==> src/rtl/seqdet_pkg.sv <==
// Shared state encoding and default sizing for the serial pattern detector.
package seqdet_pkg;

  localparam int unsigned N_DEF     = 2;
  localparam int unsigned CNT_W_DEF = 8;

  typedef enum logic [1:0] {
    StIdle   = 2'd0,
    StFill   = 2'd1,
    StDetect = 2'd2
  } state_e;

endpackage

==> src/rtl/seqdet_sat_counter.sv <==
// Saturating match counter; a synchronous clear takes priority over an increment.
module seqdet_sat_counter
  import seqdet_pkg::*;
#(
  parameter int unsigned CNT_W = CNT_W_DEF
) (
  input  logic             clk,
  input  logic             reset,
  input  logic             inc,
  input  logic             clr,
  output logic [CNT_W-1:0] count
);

  logic [CNT_W-1:0] count_q;

  always_ff @(posedge clk or negedge reset) begin
    if (!reset) begin
      count_q <= '0;
    end else if (clr) begin
      count_q <= '0;
    end else if (inc && (count_q != '1)) begin
      count_q <= count_q + 1'b1;
    end
  end

  assign count = count_q;

endmodule

==> src/rtl/seq_detector_param.sv <==
// Parametrised serial pattern detector with registered match pulse and saturating counter.
// Define SEQDET_MASK_EN to add the care_mask don't-care input.
module seq_detector_param
  import seqdet_pkg::*;
#(
  parameter int unsigned N     = N_DEF,
  parameter int unsigned CNT_W = CNT_W_DEF
) (
  input  logic             clk,
  input  logic             reset,
  input  logic             en,
  input  logic             w_valid,
  input  logic             w,
  input  logic [N-1:0]     pattern,
`ifdef SEQDET_MASK_EN
  input  logic [N-1:0]     care_mask,
`endif
  input  logic             overlap,
  input  logic             clr_count,
  output logic             z,
  output logic             armed,
  output logic [CNT_W-1:0] match_count
);

  localparam int unsigned FW = $clog2(N + 1);
  localparam logic [FW-1:0] FillMax = FW'(N);

  state_e         state_q, state_d;
  logic [N-1:0]   window_q, window_d;
  logic [FW-1:0]  fill_q, fill_d, fill_inc;
  logic [N-1:0]   cmp_mask;
  logic           z_q;
  logic           match;

`ifdef SEQDET_MASK_EN
  assign cmp_mask = care_mask;
`else
  assign cmp_mask = '1;
`endif

  always_comb begin
    state_d  = state_q;
    window_d = window_q;
    fill_d   = fill_q;
    fill_inc = (fill_q == FillMax) ? FillMax : fill_q + 1'b1;
    match    = 1'b0;
    if (!en) begin
      state_d  = StIdle;
      window_d = '0;
      fill_d   = '0;
    end else begin
      if (w_valid) begin
        window_d = {window_q[N-2:0], w};
        fill_d   = fill_inc;
        match    = (fill_inc == FillMax) && (((window_d ^ pattern) & cmp_mask) == '0);
        // Non-overlap mode needs N fresh bits before the next match.
        if (match && !overlap) begin
          fill_d = '0;
        end
      end
      state_d = (fill_d == FillMax) ? StDetect : StFill;
    end
  end

  always_ff @(posedge clk or negedge reset) begin
    if (!reset) begin
      state_q  <= StIdle;
      window_q <= '0;
      fill_q   <= '0;
      z_q      <= 1'b0;
    end else begin
      state_q  <= state_d;
      window_q <= window_d;
      fill_q   <= fill_d;
      z_q      <= match;
    end
  end

  assign z     = z_q;
  assign armed = (state_q == StDetect);

  seqdet_sat_counter #(
    .CNT_W(CNT_W)
  ) u_counter (
    .clk  (clk),
    .reset(reset),
    .inc  (match),
    .clr  (clr_count),
    .count(match_count)
  );

endmodule

==> config.mk <==
export PLATFORM = sky130hd
export DESIGN_NAME = seq_detector_param
export DESIGN_NICKNAME = d
export VERILOG_FILES = /design/src/rtl/seqdet_pkg.sv /design/src/rtl/seqdet_sat_counter.sv /design/src/rtl/seq_detector_param.sv
export SDC_FILE = /design/constraint.sdc
export NUM_CORES = 1
export LEC_CHECK = 0
export ABC_AREA = 1
export ABC_CLOCK_PERIOD_IN_PS = 1700
export BUFFER_PORTS_ARGS = -buffer_cell sky130_fd_sc_hd__buf_4
export CAP_MARGIN = 20
export CORE_MARGIN = 5
export CORE_UTILIZATION = 51
export CTS_BUF_LIST = sky130_fd_sc_hd__clkbuf_4 sky130_fd_sc_hd__clkbuf_8 sky130_fd_sc_hd__clkbuf_16
export CTS_CLUSTER_SIZE = 28
export DETAILED_ROUTE_END_ITERATION = 12
export PLACE_DENSITY_LB_ADDON = 0.25
export SLEW_MARGIN = 25
export SYNTH_ARGS = -nofsm -noshare
export SYNTH_HDL_FRONTEND = slang
export SYNTH_SLANG_ARGS = --single-unit
==> constraint.sdc <==
create_clock -name clk -period 1.7 [get_ports clk]
set_input_delay 0.085 -clock clk [delete_from_list [all_inputs] [get_ports clk]]
set_output_delay 0.085 -clock clk [all_outputs]
set_load 0.05 [all_outputs]
# Word level (Yosys, flattened, before mapping)
# Index checks and enable logic that the tools add are counted.
[word_totals] reg_bits=14 inputBits=9 elab_cells=33
[classes] addsub=2 eq_ne=6 muxes=13 bitwise=1 reduce_logical=6
[ops] op="2-to-1 mux 8 bit" n=2
[ops] op="2-to-1 mux 2 bit" n=7
[ops] op="adder 8 x 1 -> 8 bit, second input constant" n=1
[ops] op="== test 2 bit, second input constant" n=4
[ops] op="!= test 8 bit, second input constant" n=1
[ops] op="2-to-1 mux 1 bit" n=4
[ops] op="logical AND 1 bit" n=3
[ops] op="adder 2 x 1 -> 2 bit, second input constant" n=1
[ops] op="logical NOT 2 bit" n=1
[ops] op="!= test 2 x 1 -> 1 bit, second input constant" n=1
[ops] op="nonzero test 2 bit" n=1
[ops] op="bitwise XOR 2 bit" n=1
[ops] op="logical NOT 1 bit" n=1

# Depth between registers and ports, before layout
# Gate-level depths: netlist of run 1.
[logic_depth] ltp_word=11 ltp_mapped=9

# Cells and area by module
# From an unflattened synthesis of run 1, not the netlist that was laid out.
[unflattened] cells_unflattened=112 hier_area_um2=818.3
[by_module_without_submodules] mod="seqdet_sat_counter" instances=1 cells_each=74 area_per_inst_um2=511.7 seq_area_each_um2=200.2
[by_module_without_submodules] mod="seq_detector_param" instances=1 cells_each=38 area_per_inst_um2=306.5 seq_area_each_um2=150.1

# Worst setup path before layout of run 1
# OpenSTA, ideal clock, no wires.
[synth_timing] path_kind="flip-flop to flip-flop" from="register u_counter.count_q[1] (netlist: u_counter.count[1])" to="register u_counter.count_q[6] (netlist: u_counter.count[6])" setup_ps=119 t_arrival_ps=1568 required_ps=1581 setup_slack_ps=13 stages_incl_launch_ff=9 synth_period_minus_slack_ps=1687 cell_sequence="dfrtp_1 > ha_1 > nand2_1 > inv_1 > nand4_4 > nand3b_4 > nand2_4 > nand2_1 > nand2_1"
[synth_via] elab_chain_len=3 word_cells_on_any_way=6
[synth_rtl] element="from (decl)" line="seqdet_sat_counter.sv:14" rtl="logic [CNT_W-1:0] count_q;"
[synth_rtl] element="from (signal assigned)" line="seqdet_sat_counter.sv:22" rtl="count_q <= count_q + 1'b1;"
[synth_rtl] element="adder 8 x 1 -> 8 bit / != test 8 bit (equally long branches)" line="seqdet_sat_counter.sv:22, seqdet_sat_counter.sv:21"
[synth_rtl] element="2-to-1 mux 8 bit / logical AND 1 bit (equally long branches)" line="seqdet_sat_counter.sv:21" rtl="end else if (inc && (count_q != '1)) begin"
[synth_rtl] element="2-to-1 mux 8 bit / nonzero test 2 bit (equally long branches)"
# Parallel ways exist; a longest one is shown, timed or not. The select of a mux whose other input is x is not followed.
# A chain may end at the register's enable or synchronous reset.

# Worst setup path after layout of run 1
[layout_timing] from="register fill_q[1]" to="register u_counter.count_q[2] (netlist: u_counter.count[2])"
[layout_via] elab_chain_len=8 word_cells_on_any_way=9
[layout_rtl] element="from (decl)" line="seq_detector_param.sv:30" rtl="logic [FW-1:0] fill_q, fill_d, fill_inc;"
[layout_rtl] element="from (signal assigned)" line="seq_detector_param.sv:74" rtl="fill_q <= fill_d;"
[layout_rtl] element="adder 2 x 1 -> 2 bit / == test 2 bit (equally long branches)" line="seq_detector_param.sv:45" rtl="fill_inc = (fill_q == FillMax) ? FillMax : fill_q + 1'b1;"
[layout_rtl] element="2-to-1 mux 2 bit (*)" line="seq_detector_param.sv:45"
[layout_rtl] element="== test 2 bit (*)" line="seq_detector_param.sv:55" rtl="match = (fill_inc == FillMax) && (((window_d ^ pattern) & cmp_mask) == '0);"
[layout_rtl] element="logical AND 1 bit (*)" line="seq_detector_param.sv:55"
[layout_rtl] element="2-to-1 mux 1 bit (*)" line="seq_detector_param.sv:52" rtl="if (w_valid) begin"
[layout_rtl] element="2-to-1 mux 1 bit (*)" line="seq_detector_param.sv:47" rtl="if (!en) begin"
[layout_rtl] element="logical AND 1 bit (*)" line="seqdet_sat_counter.sv:21"
[layout_rtl] element="nonzero test 2 bit (no source line) (*)"
# Every way passes the cells marked *; elsewhere a longest branch is shown, timed or not.

==> results of run 1 <==
## logic make-up after synthesis
family / after synthesis
and+or+nand+nor: 65
buffers and inverters: 16
DFF: 14
xor gates and xnor gates: 6
adders and majority gates: 2
AOI/OAI and AO/OA: 5
## metal layers
layer,wire (µm),part of all wire
met3,95,0.059
met5,0,0
met4,0,0
met2,848,0.52
met1,679,0.42
## cell usage after synthesis
library cell	n
xnor2_1	1
nand3_1	12
a21oi_1	3
ha_1	2
nand2_1	30
xor2_1	5
nor2_1	13
nor3_1	2
nand4_1	3
inv_1	15
nand2_4	1
clkbuf_1	1
nand3b_4	1
nand4_4	1
dfrtp_1	14
nand2_2	1
o21ai_0	2
nor2_4	1
## flip-flops by register name, summed over array words and instances, names as in the netlist
name             cells
fill_q               2
u_counter.count      8
window_q             1
z                    1
state_q              2
## area by class of cell
cell class | instances | area (µm²) | area share
clock buffers | 4 | 36.3 | 0.0349
inverters | 15 | 56.3 | 0.0541
multi-input cells | 78 | 423 | 0.406
flip-flops and latches | 14 | 350 | 0.337
well taps | 16 | 20.0 | 0.0192
repair buffers | 20 | 155 | 0.149
## power by group
group	internal [µW]	switching, µW
Clock	130	106
Combinational	38.3	57.4
Sequential	342	4.93
## stage by stage
stage                     utilization  worst slack [ns]  cells
after floorplan                     -            0.0131    108
after global placement          0.646             0.301    141
after detailed placement        0.646             0.273    141
after CTS                       0.683             0.256    147
after global routing            0.683            0.0906    147
final                           0.683             0.246    147
## worst max-delay path: cells and delay by family (launching register included)
| kind | cells | cell delay [ns] |
|---|---|---|
| AND/OR/NAND/NOR | 6 | 0.69 |
| flip-flops | 1 | 0.36 |
| adder cells (fa/ha/maj) | 1 | 0.31 |
| buffers and inverters | 1 | 0.05 |
## path summary, 6_finish.rpt
path                                      end  depth (start not counted)  slack [ns]                from
setup reg to reg           u_counter.count[2]                          8        0.25           fill_q[1]
min in group asynchronous         window_q[0]                          2        0.19               reset
hold / removal                    window_q[0]                          3        0.07                  en
max in group asynchronous  u_counter.count[3]                          2        1.35               reset
setup / recovery           u_counter.count[2]                          8        0.25           fill_q[1]
hold reg to reg            u_counter.count[5]                          2        0.55  u_counter.count[5]
==> qor.csv, run 1 <==
metric,value,unit
synth_top_family_by_area,simple AND/OR/NAND/NOR gates,
finalInstanceArea,1040,µm²
cts_resized,0,
layout_common_cells,"30 x nand2_1, 18 x buf_4, 15 x inv_1",
slew-limit-headroom,0.745,
finalHoldViolCount,0,
io_buffers,18,
met2_usage,0.234,
cts_buffers,3,
die_w,50.4,µm
synth-seq-cells,14,
synth_nets,119,
status,finished clean,
met3_usage,0.0444,
ant_nets,0,
min_period_over_period,0.855,
worst_setup_path_start_kind,register,
critPathMaxStageDelay,0.36,ns
grt_max_degree,15,
dp_hpwl,1320,µm
finClkSkew,0.00258,ns
clkSlewWorstSetupHoldPaths,0.09,ns
post_cts_buffers,0,
nets,143,
synth_fa_ha_area_frac,0.0300,
grt_pass1_vias,673,
grt_first_pass_wirelength,2770,µm
hold_path_class,in2reg,
yosysTopAreaCell,dfrtp_1,
critical_path_required,1.91,ns
chipHeight,50.4,µm
path_class,reg2reg,
area_growth_syn_to_layout,24.9,%
yosys_warnings,0,
crit_path_max_fanout,9,
numClockSinks,14,
crit_top_cell,nand2_1,
clock_path_buffers,2,
synth.distinct_cells,18,
busiest_layer,met2,
place_area,985,µm²
synth_simple_gate_area_frac,0.384,
gp_congestion,0.883,
routedWlPerCell,11.0,µm
wl,1620,µm
coreArea,1520,µm²
whs,0.0703,ns
met1_usage,0.164,
viasPerCell,5.05,
synth_compound_area_frac,0.0300,
synthMuxAreaShare,0,
avgSynthCellArea,7.72,µm²
cp_slowest_cell,dfrtp_1,
synth_top_cell_area_share,0.420,
max-vdd-ir-drop,0.460,mV
powerDensity,652,nW/µm²
dr.pass1.iters,4,
cts_tree,done,
final_common_cell,nand2_1,
cap_viol_max_count,0,
via_count,743,
arrival,1.67,ns
htree_levels,1,
fmax,0.688,GHz
fillers,147,
netlist_area,833,µm²
rsz0062_at_grt,no,
ys_seq_area_frac,0.420,
power_leakage,0.000577,µW
drtIter0Drc,11,
period_minus_slack,1.45,ns
n_antenna_cell,0,
worst_slew_pin_slew,0.379,ns
layout-drive-gt1-share,0.206,
overflow,0,
slew_viol_final,0,
rows,14,
setup_viol_count_final,0,
start_util,0.547,
synth_area_leaders,"dfrtp_1 42%, nand2_1 14%, nand3_1 7.2%, inv_1 6.8%, nor2_1 5.9%",
setup-tns-final,0,ns
drc_errors,0,
insertion_delay,0.27,ns
synth_cells,108,
crit_path_end_kind,register,
path_cells,inv_1 > ha_1 > nand3_1 > nor2_1 > nand3b_4 > nand2_4 > nand2_1 > nand2_1,
ctsHoldBuffers,2,
fp.dieArea,2540,µm²
grt_usage,0.138,
yosys.area_share.xor_xnor,0.0631,
clock-root-buffer,clkbuf_4,
grt_antenna_before_repair,0,
p_total,678,µW
ios,19,
No activity file was read; power rests on OpenSTA's default activity.
==> inputs of run 2 (changes only) <==
--- a/config.mk
+++ b/config.mk
@@ -9,7 +9,7 @@
 export ABC_CLOCK_PERIOD_IN_PS = 1700
 export BUFFER_PORTS_ARGS = -buffer_cell sky130_fd_sc_hd__buf_4
 export CAP_MARGIN = 20
-export CORE_MARGIN = 5
+export CORE_MARGIN = 10
 export CORE_UTILIZATION = 51
 export CTS_BUF_LIST = sky130_fd_sc_hd__clkbuf_4 sky130_fd_sc_hd__clkbuf_8 sky130_fd_sc_hd__clkbuf_16
 export CTS_CLUSTER_SIZE = 28
==> run 2 against run 1 <==
  * Die area increased by 44%
  * Clock-buffer cell count fell by 1
  * Critical path depth decreased by 2
  * Clock skew up 0.0046 ns
  * Cell count down 0.68%
  * Global-route usage down 3.3 points
  * Utilization is 0.90 points lower
  * Register-to-register slack about the same
  * Fmax up 0.55%
  * Non-clock buffer count is the same
  * Critical endpoint is now u_counter.count[1]
==> qor.csv, run 2 (synthesized netlist as in run 1, its figures left out) <==
metric,value,unit
htree_levels,1,
grt_antenna_before_repair,0,
clkSlewWorstSetupHoldPaths,0.08,ns
die_w,60.4,µm
start_util,0.547,
clock-root-buffer,clkbuf_4,
coreArea,1520,µm²
setup_viol_count_final,0,
layout-drive-gt1-share,0.200,
path_delay_family,simple AND/OR/NAND/NOR gates,
ant_nets,0,
fmax,0.692,GHz
clock_path_buffers,2,
wl,1780,µm
crit_path_max_fanout,3,
path_buf_inv,1,
cap_viol_max_count,0,
grt_pass1_vias,731,
min_period_over_period,0.850,
via_count,755,
path_cells,inv_1 > ha_1 > nand3_1 > nor3_1 > nand4_1 > nand2_1,
finClkSkew,0.00720,ns
ios,19,
cp_slowest_cell,dfrtp_1,
crit_path_end_kind,register,
powerDensity,611,nW/µm²
hold_path_class,in2reg,
routedWlPerCell,12.2,µm
final_cells,146,
period_minus_slack,1.45,ns
grt_max_degree,15,
rows,14,
drtIter0Drc,12,
nets,143,
area_growth_syn_to_layout,23.3,%
grt_usage,0.105,
worst_r2r_startpoint,fill_q[1],
cts_resized,0,
cts_buffers,3,
dp_hpwl,1450,µm
chipHeight,60.4,µm
final_common_cell,nand2_1,
worst_slew_pin_slew,0.420,ns
rsz0062_at_grt,no,
drc_errors,0,
dr.pass1.iters,4,
cts_tree,done,
max-vdd-ir-drop,0.548,mV
largest_register_ffs,8,
grt_first_pass_wirelength,3010,µm
n_antenna_cell,0,
status,finished clean,
io_buffers,18,
critPathMaxStageDelay,0.36,ns
numClockSinks,14,
finalHoldViolCount,0,
layout_common_cells,"30 x nand2_1, 18 x buf_4, 15 x inv_1",
power_leakage,0.000570,µW
fillers,129,
setup-tns-final,0,ns
insertion_delay,0.28,ns
viasPerCell,5.17,
hold_start,en,
slew-limit-headroom,0.718,
overflow,0,
critical_path_required,1.92,ns
path_class,reg2reg,
gp_congestion,0.835,
arrival,1.67,ns
startpoint,fill_q[1],
worst_setup_path_start_kind,register,
fp.dieArea,3650,µm²
dp_cells,141,
slew_viol_final,0,
## run 2: cell count changes in the layout (fill, tap and decap cells not counted)
| cell | previous run | this run |
|---|---|---|
| clkbuf_8 | 1 | 0 |
## run 2: final cells by class
cell class / count / area, µm² / area share
multi-input cells: 78 / 423 / 0.412
flip-flops and latches: 14 / 350 / 0.341
repair buffers: 20 / 155 / 0.151
inverters: 15 / 56.3 / 0.0548
clock buffers: 3 / 22.5 / 0.0219
well taps: 16 / 20.0 / 0.0195
## run 2: metal layers
layer  track usage  share of wire  up-vias
met5             0              0        -
met4        0.0596          0.019        0
met3        0.0292          0.065        5
met2         0.171           0.48       21
met1         0.120           0.43      343
li1              -              -      386
## run 2: worst paths after layout
kind	to	slack [ns]	depth (start not counted)
min in group asynchronous	window_q[0]	0.18	2
max reg2reg	u_counter.count[1]	0.25	6
min reg2reg	fill_q[1]	0.58	2
min	window_q[0]	0.06	3
max in group asynchronous	state_q[0]	1.34	2
max	u_counter.count[1]	0.25	6
## run 2: what timing repair did
action	in CTS	in global routing
endpoints found under the hold margin	15	0
hold buffers	2	0
endpoints found under the setup margin	0	0
buffers inserted	0	0
## run 2: worst register-to-register path, stage by stage, from the launching register on
cell     delay (ns)
dfrtp_1        0.36
inv_1          0.05
ha_1           0.30
nand3_1        0.10
nor3_1         0.35
nand4_1        0.16
nand2_1        0.09
## run 2: power breakdown
| group | internal, µW | total, µW | switching, µW |
|---|---|---|---|
| clock | 82.2 | 185 | 103 |
| sequential | 342 | 347 | 4.96 |
| combinational | 38.3 | 95.2 | 56.9 |
## run 2: stage by stage
stage	worst slack (ns)	instance area (µm²)	hold slack (ns)	util	total power [µW]
global route	0.126	1030	0.0877	0.674	650
floorplan	0.0131	833	-0.211	-	409
detailed placement	0.260	985	-0.0510	0.646	447
finish	0.254	1030	0.0559	0.674	627
CTS	0.241	1030	0.0547	0.674	632
global placement	0.298	985	-0.0544	0.646	444
==> inputs of run 3 (changes only) <==
--- a/config.mk
+++ b/config.mk
@@ -5,12 +5,11 @@
 export SDC_FILE = /design/constraint.sdc
 export NUM_CORES = 1
 export LEC_CHECK = 0
-export ABC_AREA = 1
 export ABC_CLOCK_PERIOD_IN_PS = 1700
 export BUFFER_PORTS_ARGS = -buffer_cell sky130_fd_sc_hd__buf_4
 export CAP_MARGIN = 20
 export CORE_MARGIN = 10
-export CORE_UTILIZATION = 51
+export CORE_UTILIZATION = 49
 export CTS_BUF_LIST = sky130_fd_sc_hd__clkbuf_4 sky130_fd_sc_hd__clkbuf_8 sky130_fd_sc_hd__clkbuf_16
 export CTS_CLUSTER_SIZE = 28
 export DETAILED_ROUTE_END_ITERATION = 12
==> run 3 against run 2 <==
  * The flow now finishes with violations (negative setup slack)
  * Power grew 12%
  * Die area fell by 8.1%
  * Fmax shrank 16%
  * Highest routed layer unchanged
==> qor.csv, run 3 <==
metric,value,unit
clock-root-buffer,clkbuf_4,
viasPerCell,5.76,
ys_top_cells_by_count,"14 x dfrtp_1, 8 x a21oi_1, 5 x inv_1, 5 x nand3_1",
drtIter0Drc,4,
power_leakage,0.000437,µW
crit_path_end_kind,register,
area_growth_syn_to_layout,46.9,%
drc_errors,0,
worst_setup_path_start_kind,register,
arrival,1.95,ns
violations,negative setup slack,
setup_ws,-0.0221,ns
wl,1910,µm
r2r_setup_slack,-0.02,ns
period_minus_slack,1.72,ns
rsz0062_at_grt,yes,
fp.dieArea,3350,µm²
n_antenna_cell,0,
final_cells,114,
fmax,0.581,GHz
hold_end,u_counter.count[1],
min_period_over_period,1.01,
hold_start,clr_count,
insertion_delay,0.29,ns
max-vdd-ir-drop,0.534,mV
clkSlewWorstSetupHoldPaths,0.09,ns
dp_hpwl,1260,µm
routedWlPerCell,16.8,µm
regArea,353,µm²
numClockSinks,14,
synth_flop_cell,dfrtp_1,
grt_usage,0.103,
clock_path_buffers,2,
path_class,reg2reg,
yosys_warnings,0,
worst_r2r_startpoint,fill_q[1],
setup-tns-final,-0.0245,ns
synth.distinct_cells,27,
layout-drive-gt1-share,0.475,
critical_path_required,1.93,ns
setup_viol_count_final,2,
yosys.cell_count.top_type,dfrtp_1,
hold_depth,2,
netlist_area,704,µm²
worst_slew_pin_slew,0.410,ns
finalHoldViolCount,0,
htree_levels,1,
synth_cells,72,
grt_pass1_vias,638,
overflow,0,
cts_buffers,3,
hold_path_class,in2reg,
grt_max_degree,15,
coreArea,1330,µm²
largest_register_ffs,8,
multi_input_area,418,µm²
cap_viol_max_count,0,
ios,19,
rows,13,
status,finished with violations,
yosysTopAreaCell,dfrtp_1,
gp_congestion,0.811,
chipHeight,57.9,µm
ant_nets,0,
grt_first_pass_wirelength,2770,µm
synth_nets,83,
cts_tree,done,
finClkSkew,0.00851,ns
synth_edf_count,0,
ff2ff_path_depth,6,
synth_area_leaders,"dfrtp_1 50%, a21oi_1 5.7%, o31ai_1 4.3%, or4_1 4.3%, ha_1 3.6%",
nets,111,
r2r-end,u_counter.count[6],
synth-seq-cells,14,
final_common_cell,buf_4,
grt_antenna_before_repair,0,
synth_top_cell_area_share,0.497,
ys_seq_area_frac,0.497,
slew_viol_final,0,
via_count,657,
die_w,57.9,µm
dr.pass1.iters,4,
io_buffers,18,
crit_path_max_fanout,5,
dp_cells,107,
powerDensity,677,nW/µm²
slew-limit-headroom,0.725,
layout_common_cells,"21 x buf_4, 12 x dfrtp_1, 5 x nand3_1, 5 x a21oi_2",
fillers,92,
avgSynthCellArea,9.78,µm²
async_flop_share,1.00,
start_util,0.528,
-- run 3: area by class of cell --
class                           instances  share of cell area
Inverter                                5              0.0181
Tap cell                               15              0.0181
Sequential cell                        14               0.341
Multi-Input combinational cell         52               0.404
Clock buffer                            4              0.0351
Timing Repair Buffer                   24               0.184
-- run 3: stage by stage --
step | worst slack [ns] | instance area (µm²) | utilization | power (µW) | hold slack, ns
2_1_floorplan | 0.0540 | 707 | - | 398 | -0.211
3_3_place_gp | -0.0136 | 882 | 0.661 | 434 | -0.0570
3_5_place_dp | -0.0812 | 882 | 0.661 | 436 | -0.0545
4_1_cts | -0.0369 | 962 | 0.721 | 692 | 0.00909
5_1_grt | -0.0705 | 1030 | 0.776 | 720 | 0.0292
6_report | -0.0221 | 1030 | 0.776 | 700 | 0.0194
-- run 3: kinds of logic (layout without fill, tap and decap cells) --
kind of cell	after synthesis	in the layout	synth area share
fa+ha+maj	2	2	0.0355
compound gates	20	20	0.174
mux	1	1	0.0142
buf+inv	7	33	0.0391
flops	14	14	0.497
simple gates	26	27	0.215
xor+xnor	2	2	0.0249
-- run 3: timing repair --
action                                  CTS  global route
endpoints found under the setup margin    8             7
hold buffers                              1             0
endpoints found under the hold margin    14             0
pin swaps                                 5             5
gates resized for setup                   3            16
setup buffers                             1             0
cloned                                    1             0
-- run 3: power breakdown --
part	internal, µW	total, µW	switching (µW)
logic	46.0	103	57.2
clock network	131	249	118
registers	343	348	5.05
total	520	700	180
-- run 3: worst max-delay path by stage --
stage / start / cells after the start / endpoint / slack, ns
final: fill_q[1] / 6 / u_counter.count[6] / -0.02
after global routing: u_counter.count[0] / 5 / u_counter.count[5] / -0.07
after CTS: fill_q[1] / 6 / u_counter.count[6] / -0.04
after detailed placement: fill_q[1] / 6 / u_counter.count[6] / -0.08
after global placement: fill_q[1] / 6 / u_counter.count[7] / -0.01
after floorplan: u_counter.count[0] / 5 / u_counter.count[4] / 0.05
-- run 3: metal layers --
metal / wire length, µm / global-route usage
met5: 0 / 0
met4: 48 / 0.0705
met3: 117 / 0.0414
met2: 885 / 0.156
met1: 859 / 0.116
-- run 3: worst max-delay path, cell delays in order, from the launching register on --
cell	delay [ns]
dfrtp_1	0.37
inv_2	0.06
ha_4	0.25
and3_4	0.19
nand3_4	0.11
or4_1	0.55
a21oi_2	0.13
